### src/rtl/miriscv_hazard_pkg.sv
// miriscv_hazard_pkg: bypass select encoding and defaults for the hazard scoreboard
package miriscv_hazard_pkg;
  typedef enum logic [1:0] {
    NO_BYPASS = 2'd0,
    BYPASS_E  = 2'd1,
    BYPASS_M  = 2'd2,
    BYPASS_W  = 2'd3
  } fwd_sel_t;
  localparam int CNT_W_DEF = 2;
endpackage

### src/rtl/miriscv_scoreboard.sv
// miriscv_scoreboard: per-register counters of outstanding long-latency writes
module miriscv_scoreboard #(
  parameter int XREGS = 32,
  parameter int CNT_W = 2
) (
  input  logic             clk_i,
  input  logic             rst_i,
  input  logic             inc_i,
  input  logic [4:0]       inc_idx_i,
  input  logic             dec_i,
  input  logic [4:0]       dec_idx_i,
  output logic [XREGS-1:0] pending_o,
  output logic [XREGS-1:0] one_o,
  output logic [XREGS-1:0] full_o
);
  logic [CNT_W-1:0] cnt_q [XREGS];
  logic [CNT_W-1:0] cnt_d [XREGS];
  logic [XREGS-1:0] inc_v, dec_v;
  // status kept apart from the update so issue_ack -> inc does not form a block-level loop
  always_comb begin
    for (int i = 0; i < XREGS; i++) begin
      dec_v[i] = dec_i && dec_idx_i == 5'(i) && i != 0;
      pending_o[i] = cnt_q[i] != '0;
      one_o[i] = cnt_q[i] == CNT_W'(1);
      full_o[i] = &cnt_q[i] && !dec_v[i];
    end
  end
  always_comb begin
    for (int i = 0; i < XREGS; i++) begin
      inc_v[i] = inc_i && inc_idx_i == 5'(i) && i != 0;
      cnt_d[i] = (inc_v[i] && !dec_v[i]) ? cnt_q[i] + 1'b1 :
                 (dec_v[i] && !inc_v[i] && pending_o[i]) ? cnt_q[i] - 1'b1 : cnt_q[i];
    end
  end
  always_ff @(posedge clk_i) begin
    if (rst_i) cnt_q <= '{default: '0};
    else cnt_q <= cnt_d;
  end
  assert property (@(posedge clk_i) disable iff (rst_i)
    !(dec_i && dec_idx_i != 5'd0 && cnt_q[dec_idx_i] == '0));
endmodule

### src/rtl/miriscv_hazard_scoreboard.sv
// miriscv_hazard_scoreboard: E/M/W operand bypass, RAW/WAW issue stall, long-write scoreboard
// Stall statistics counters are built only when MIRISCV_HAZARD_STAT_EN is defined.
module miriscv_hazard_scoreboard
  import miriscv_hazard_pkg::*;
#(
  parameter int NUM_SRC = 2,
  parameter int CNT_W   = CNT_W_DEF,
  parameter int XREGS   = 32
) (
  input  logic                   clk_i,
  input  logic                   rst_i,
  input  logic                   issue_valid_i,
  input  logic [NUM_SRC*5-1:0]   issue_rs_i,
  input  logic [NUM_SRC-1:0]     issue_rs_used_i,
  input  logic [4:0]             issue_rd_i,
  input  logic                   issue_we_i,
  input  logic                   issue_long_i,
  input  logic                   flush_i,
  input  logic                   ex_we_i,
  input  logic [4:0]             ex_rd_i,
  input  logic                   ex_rdy_i,
  input  logic                   mem_we_i,
  input  logic [4:0]             mem_rd_i,
  input  logic                   wb_we_i,
  input  logic [4:0]             wb_rd_i,
  input  logic                   wb_long_i,
  output logic [NUM_SRC*2-1:0]   fwd_sel_o,
  output logic                   stall_o,
  output logic                   issue_ack_o,
  output logic [XREGS-1:0]       pending_o,
  output logic [31:0]            stall_raw_cnt_o,
  output logic [31:0]            stall_waw_cnt_o
);
  logic [XREGS-1:0] pend, one, full;
  logic [NUM_SRC-1:0] raw_v;
  logic [NUM_SRC*2-1:0] fwd;
  logic raw, waw, req, wb_dec;
  assign wb_dec = wb_long_i && wb_we_i && wb_rd_i != 5'd0;
  miriscv_scoreboard #(.XREGS(XREGS), .CNT_W(CNT_W)) u_sb (
    .clk_i     (clk_i),
    .rst_i     (rst_i),
    .inc_i     (issue_ack_o && issue_we_i && issue_long_i),
    .inc_idx_i (issue_rd_i),
    .dec_i     (wb_dec),
    .dec_idx_i (wb_rd_i),
    .pending_o (pend),
    .one_o     (one),
    .full_o    (full)
  );
  for (genvar k = 0; k < NUM_SRC; k++) begin : g_src
    logic [4:0] rs;
    logic use_rs, e_hit, m_hit, w_hit;
    assign rs = issue_rs_i[5*k +: 5];
    assign use_rs = issue_rs_used_i[k] && rs != 5'd0;
    assign e_hit = ex_we_i && ex_rd_i == rs;
    assign m_hit = mem_we_i && mem_rd_i == rs;
    assign w_hit = wb_we_i && wb_rd_i == rs;
    assign fwd[2*k +: 2] = !use_rs ? NO_BYPASS : (e_hit && ex_rdy_i) ? BYPASS_E :
                           m_hit ? BYPASS_M : w_hit ? BYPASS_W : NO_BYPASS;
    // last outstanding long write landing in W this cycle is caught by the W bypass
    assign raw_v[k] = use_rs && ((e_hit && !ex_rdy_i) || (pend[rs] && !(wb_dec && w_hit && one[rs])));
  end
  always_comb begin
    raw = |raw_v;
    waw = issue_we_i && issue_long_i && issue_rd_i != 5'd0 && full[issue_rd_i];
    req = !rst_i && issue_valid_i && !flush_i;
    stall_o = req && (raw || waw);
    issue_ack_o = req && !raw && !waw;
    fwd_sel_o = rst_i ? '0 : fwd;
    pending_o = rst_i ? '0 : pend;
  end
`ifdef MIRISCV_HAZARD_STAT_EN
  logic [31:0] stall_raw_cnt_q, stall_raw_cnt_d, stall_waw_cnt_q, stall_waw_cnt_d;
  always_comb begin
    stall_raw_cnt_d = stall_raw_cnt_q + 32'(stall_o && raw);
    stall_waw_cnt_d = stall_waw_cnt_q + 32'(stall_o && !raw && waw);
  end
  always_ff @(posedge clk_i) begin
    if (rst_i) begin
      stall_raw_cnt_q <= '0;
      stall_waw_cnt_q <= '0;
    end else begin
      stall_raw_cnt_q <= stall_raw_cnt_d;
      stall_waw_cnt_q <= stall_waw_cnt_d;
    end
  end
  assign stall_raw_cnt_o = stall_raw_cnt_q;
  assign stall_waw_cnt_o = stall_waw_cnt_q;
`else
  assign stall_raw_cnt_o = 32'h0;
  assign stall_waw_cnt_o = 32'h0;
`endif
endmodule

### config.mk
export PLATFORM = sky130hd
export DESIGN_NAME = miriscv_hazard_scoreboard
export DESIGN_NICKNAME = d
export VERILOG_FILES = /design/src/rtl/miriscv_hazard_pkg.sv /design/src/rtl/miriscv_scoreboard.sv /design/src/rtl/miriscv_hazard_scoreboard.sv
export SDC_FILE = /design/constraint.sdc
export NUM_CORES = 1
export LEC_CHECK = 0
export ABC_AREA = 1
export CORE_MARGIN = 1
export CORE_UTILIZATION = 32
export DETAILED_ROUTE_END_ITERATION = 16
export PLACE_DENSITY = 0.5
export SKIP_CTS_REPAIR_TIMING = 1
export SLEW_MARGIN = 20
export SYNTH_ARGS = -nofsm -noshare
export SYNTH_HDL_FRONTEND = slang
export SYNTH_SLANG_ARGS = --single-unit
### constraint.sdc
create_clock -name clk_i -period 4.35 [get_ports clk_i]
set_input_delay 0.435 -clock clk_i [delete_from_list [all_inputs] [get_ports clk_i]]
set_output_delay 0.435 -clock clk_i [all_outputs]
set_load 0.005 [all_outputs]
==> impl_metrics.tcl <==
set metrics [dict create \
    clock_path_buffers 2 \
    worst_slew_pin_slew_ps 640 \
    viasPerCell 4.94 \
    power_density_nw_per_um2 167 \
    largest_registers "u_sb.cnt_q: 62 flops" \
    synth-edff-count 0 \
    hold_violations 0 \
    first_pass_iters 12 \
    antenna_found_initial 0 \
    die_width_um 164 \
    areaGrowthSynthToFinish_pct 14.6 \
    post-route-drc-count 2 \
    grt_usage_pct 23.3 \
    synth.cell_area_um2 8450 \
    numPortBuffers 79 \
    setup_violations 0 \
    dieArea_um2 27100 \
    synthCells 1516 \
    cts-buffers-inserted 9 \
    clk_latency_ps 350 \
    design_area_um2 9680 \
    gp_congestion 0.978 \
    critPathRequiredTime_ps 3910 \
    power.leakage_nw 4.70 \
    cp_max_fo 16 \
    crit_top_cell "nand2_1" \
    hp-class "reg2reg" \
    fin_crit_ps 3920 \
    die_y_um 164 \
    avgSynthCellArea_um2 5.57 \
    cts_root_buf "clkbuf_16" \
    routed.top_layer "met4" \
    r2r_setup_slack_ps 1280 \
    layout_commonest_cell "nand2_1" \
    crit_slowest_cell "clkdlybuf4s50_1" \
    wl_met3_um 2190 \
    crit_type "in2out" \
    ant_nets 0 \
    final_cell_mix "nand2_1, nor2_1, inv_1" \
    fin_crit_sh_pct 90.2 \
    start_util_pct 32.5 \
    crit_path_end_kind "primary output" \
    grt_remaining_overflow 0 \
    yosysSeqAreaShare_pct 14.7 \
    core_um2 26000 \
    cts.htree.levels 3 \
    setup_ws_ps 428 \
    diodes 0 \
    grt_pass1_wl_um 47300 \
    synth_top_flop_cell "dfxtp_1" \
    drive_above_1_share_pct 3.90 \
    skew_ps 6.54 \
    fin_tns_setup_ps 0 \
    slew_viol_final 0 \
    clock.fmax_mhz 255 \
    detailroute.via_count 9505 \
    violations "design-rule violations" \
    synthDistinctLibCells 34 \
    crit_buf_inv 3 \
    fin_nets 1723 \
    routed_wl_um 31600 \
    crit_path_cell_trace "clkdlybuf4s50_1 -> nor2_1 -> nand2_1 -> nand2_1 -> inv_2 -> nand2_1 -> nand2_1 -> nand2_1 -> nand2_1 -> nor2_1 -> nor2_1 -> nor2_1 -> nand2_1 -> nand2_1 -> nand2_4 -> a31oi_1 -> clkdlybuf4s50_1" \
    m1WireLength_um 14500 \
    grt_pass1_vias 8522 \
    grt_max_degree 49 \
    cts_tree "built" \
    startpoint_type "primary input" \
    cts_sinks 62 \
    cp_slowest_stage_delay_ps 560 \
    io_pins 145 \
    drv_cap 0 \
    status "finished, violations left" \
    place_hpwl_um 25500 \
    post-place-ws_ps 527 \
    drt_iter0_drc 797 \
    rows 59 \
    placed_area_um2 9410 \
    wl_met2_um 14000 \
    relSlewSlack_pct 57.3 \
    async_flop_share_pct 0 \
    largest_register "u_sb.cnt_q" \
    cpLargestDelayFamily "simple AND/OR/NAND/NOR gates" \
    peakVddDrop_mv 0.152 \
    synth_warnings 0 \
    wire_per_inst_um 16.4 \
    ys_ff_latch 62 \
    path_clk_slew_ps 50 \
    rsz0062_at_grt "no" \
    largest_reg_flops 62 \
    critPathArrivalTime_ps 3490 \
]
==> final timing paths <==
check,start,end,cells past startpoint
worst max-delay path,wb_rd_i[3],stall_o,17
worst min-delay path,u_sb.cnt_q[57]$_SDFFE_PP0P_,u_sb.cnt_q[57]$_SDFFE_PP0P_,2
worst max register to register,u_sb.cnt_q[20]$_SDFFE_PP0P_,u_sb.cnt_q[36]$_SDFFE_PP0P_,20
worst min register to register,u_sb.cnt_q[57]$_SDFFE_PP0P_,u_sb.cnt_q[57]$_SDFFE_PP0P_,2
==> synth_stat cells (all sizes together) (2+ instances only) <==
library cell | count | area share (%)
nor3 | 5 | 0.30
a221oi | 6 | 0.62
nand4 | 38 | 2.8
inv | 226 | 10
nand3b | 9 | 0.80
a21oi | 50 | 3.0
o21ai | 14 | 0.83
nand3 | 214 | 13
o22ai | 8 | 0.59
a211oi | 2 | 0.18
buf | 88 | 7.3
clkbuf | 22 | 0.98
ha | 93 | 14
xor2 | 2 | 0.21
nand2 | 418 | 19
dfxtp | 62 | 15
nor2 | 254 | 12
==> worst reg2reg max path: cells and delay by family, from the launching register on <==
kind	cells	cell delay [ps]
adders and majority gates	1	350
AOI/OAI and AO/OA	1	200
DFF	1	320
and+or+nand+nor	14	1650
buffers and inverters	4	450
==> per-layer routing <==
layer	up-vias	global-route usage [%]
met5	-	0
met4	0	8.13
met3	50	3.09
met2	393	37.9
met1	4299	31.5
li1	4763	-
==> report_power, final <==
part | switching, mW | internal [mW]
Clock | 0.268 | 0.413
Sequential | 0.00127 | 0.570
Combinational | 0.249 | 0.119
==> layout make-up <==
type | instances | area (µm²)
clock buffer | 14 | 264
clock inverter | 1 | 5.00
fill | 2885 | 16300
inverter | 226 | 848
multi-input combinational | 1182 | 5900
sequential | 62 | 1240
tap | 335 | 419
timing repair buffer | 106 | 1000
==> logic make-up after synthesis <==
family	Yosys count	share of synthesized area [%]
buffers and inverters	336	18.3
AO/OA/AOI/OAI	82	5.39
XOR/XNOR	2	0.207
other	1	0.0444
adder cells (fa/ha/maj)	93	13.8
flip-flops	62	14.7
AND/OR/NAND/NOR	940	47.6
==> metrics by stage <==
step | total power, mW | hold WS, ps | utilization [%] | instances
2_1_floorplan | 0.842 | 478 | - | 1580
3_3_place_gp | 0.947 | 496 | 36.2 | 1911
3_5_place_dp | 0.945 | 498 | 36.2 | 1911
4_1_cts | 1.63 | 507 | 37.2 | 1926
5_1_grt | 1.70 | 540 | 37.2 | 1926
6_report | 1.62 | 505 | 37.2 | 1926
No activity file was read; power rests on OpenSTA's default activity.
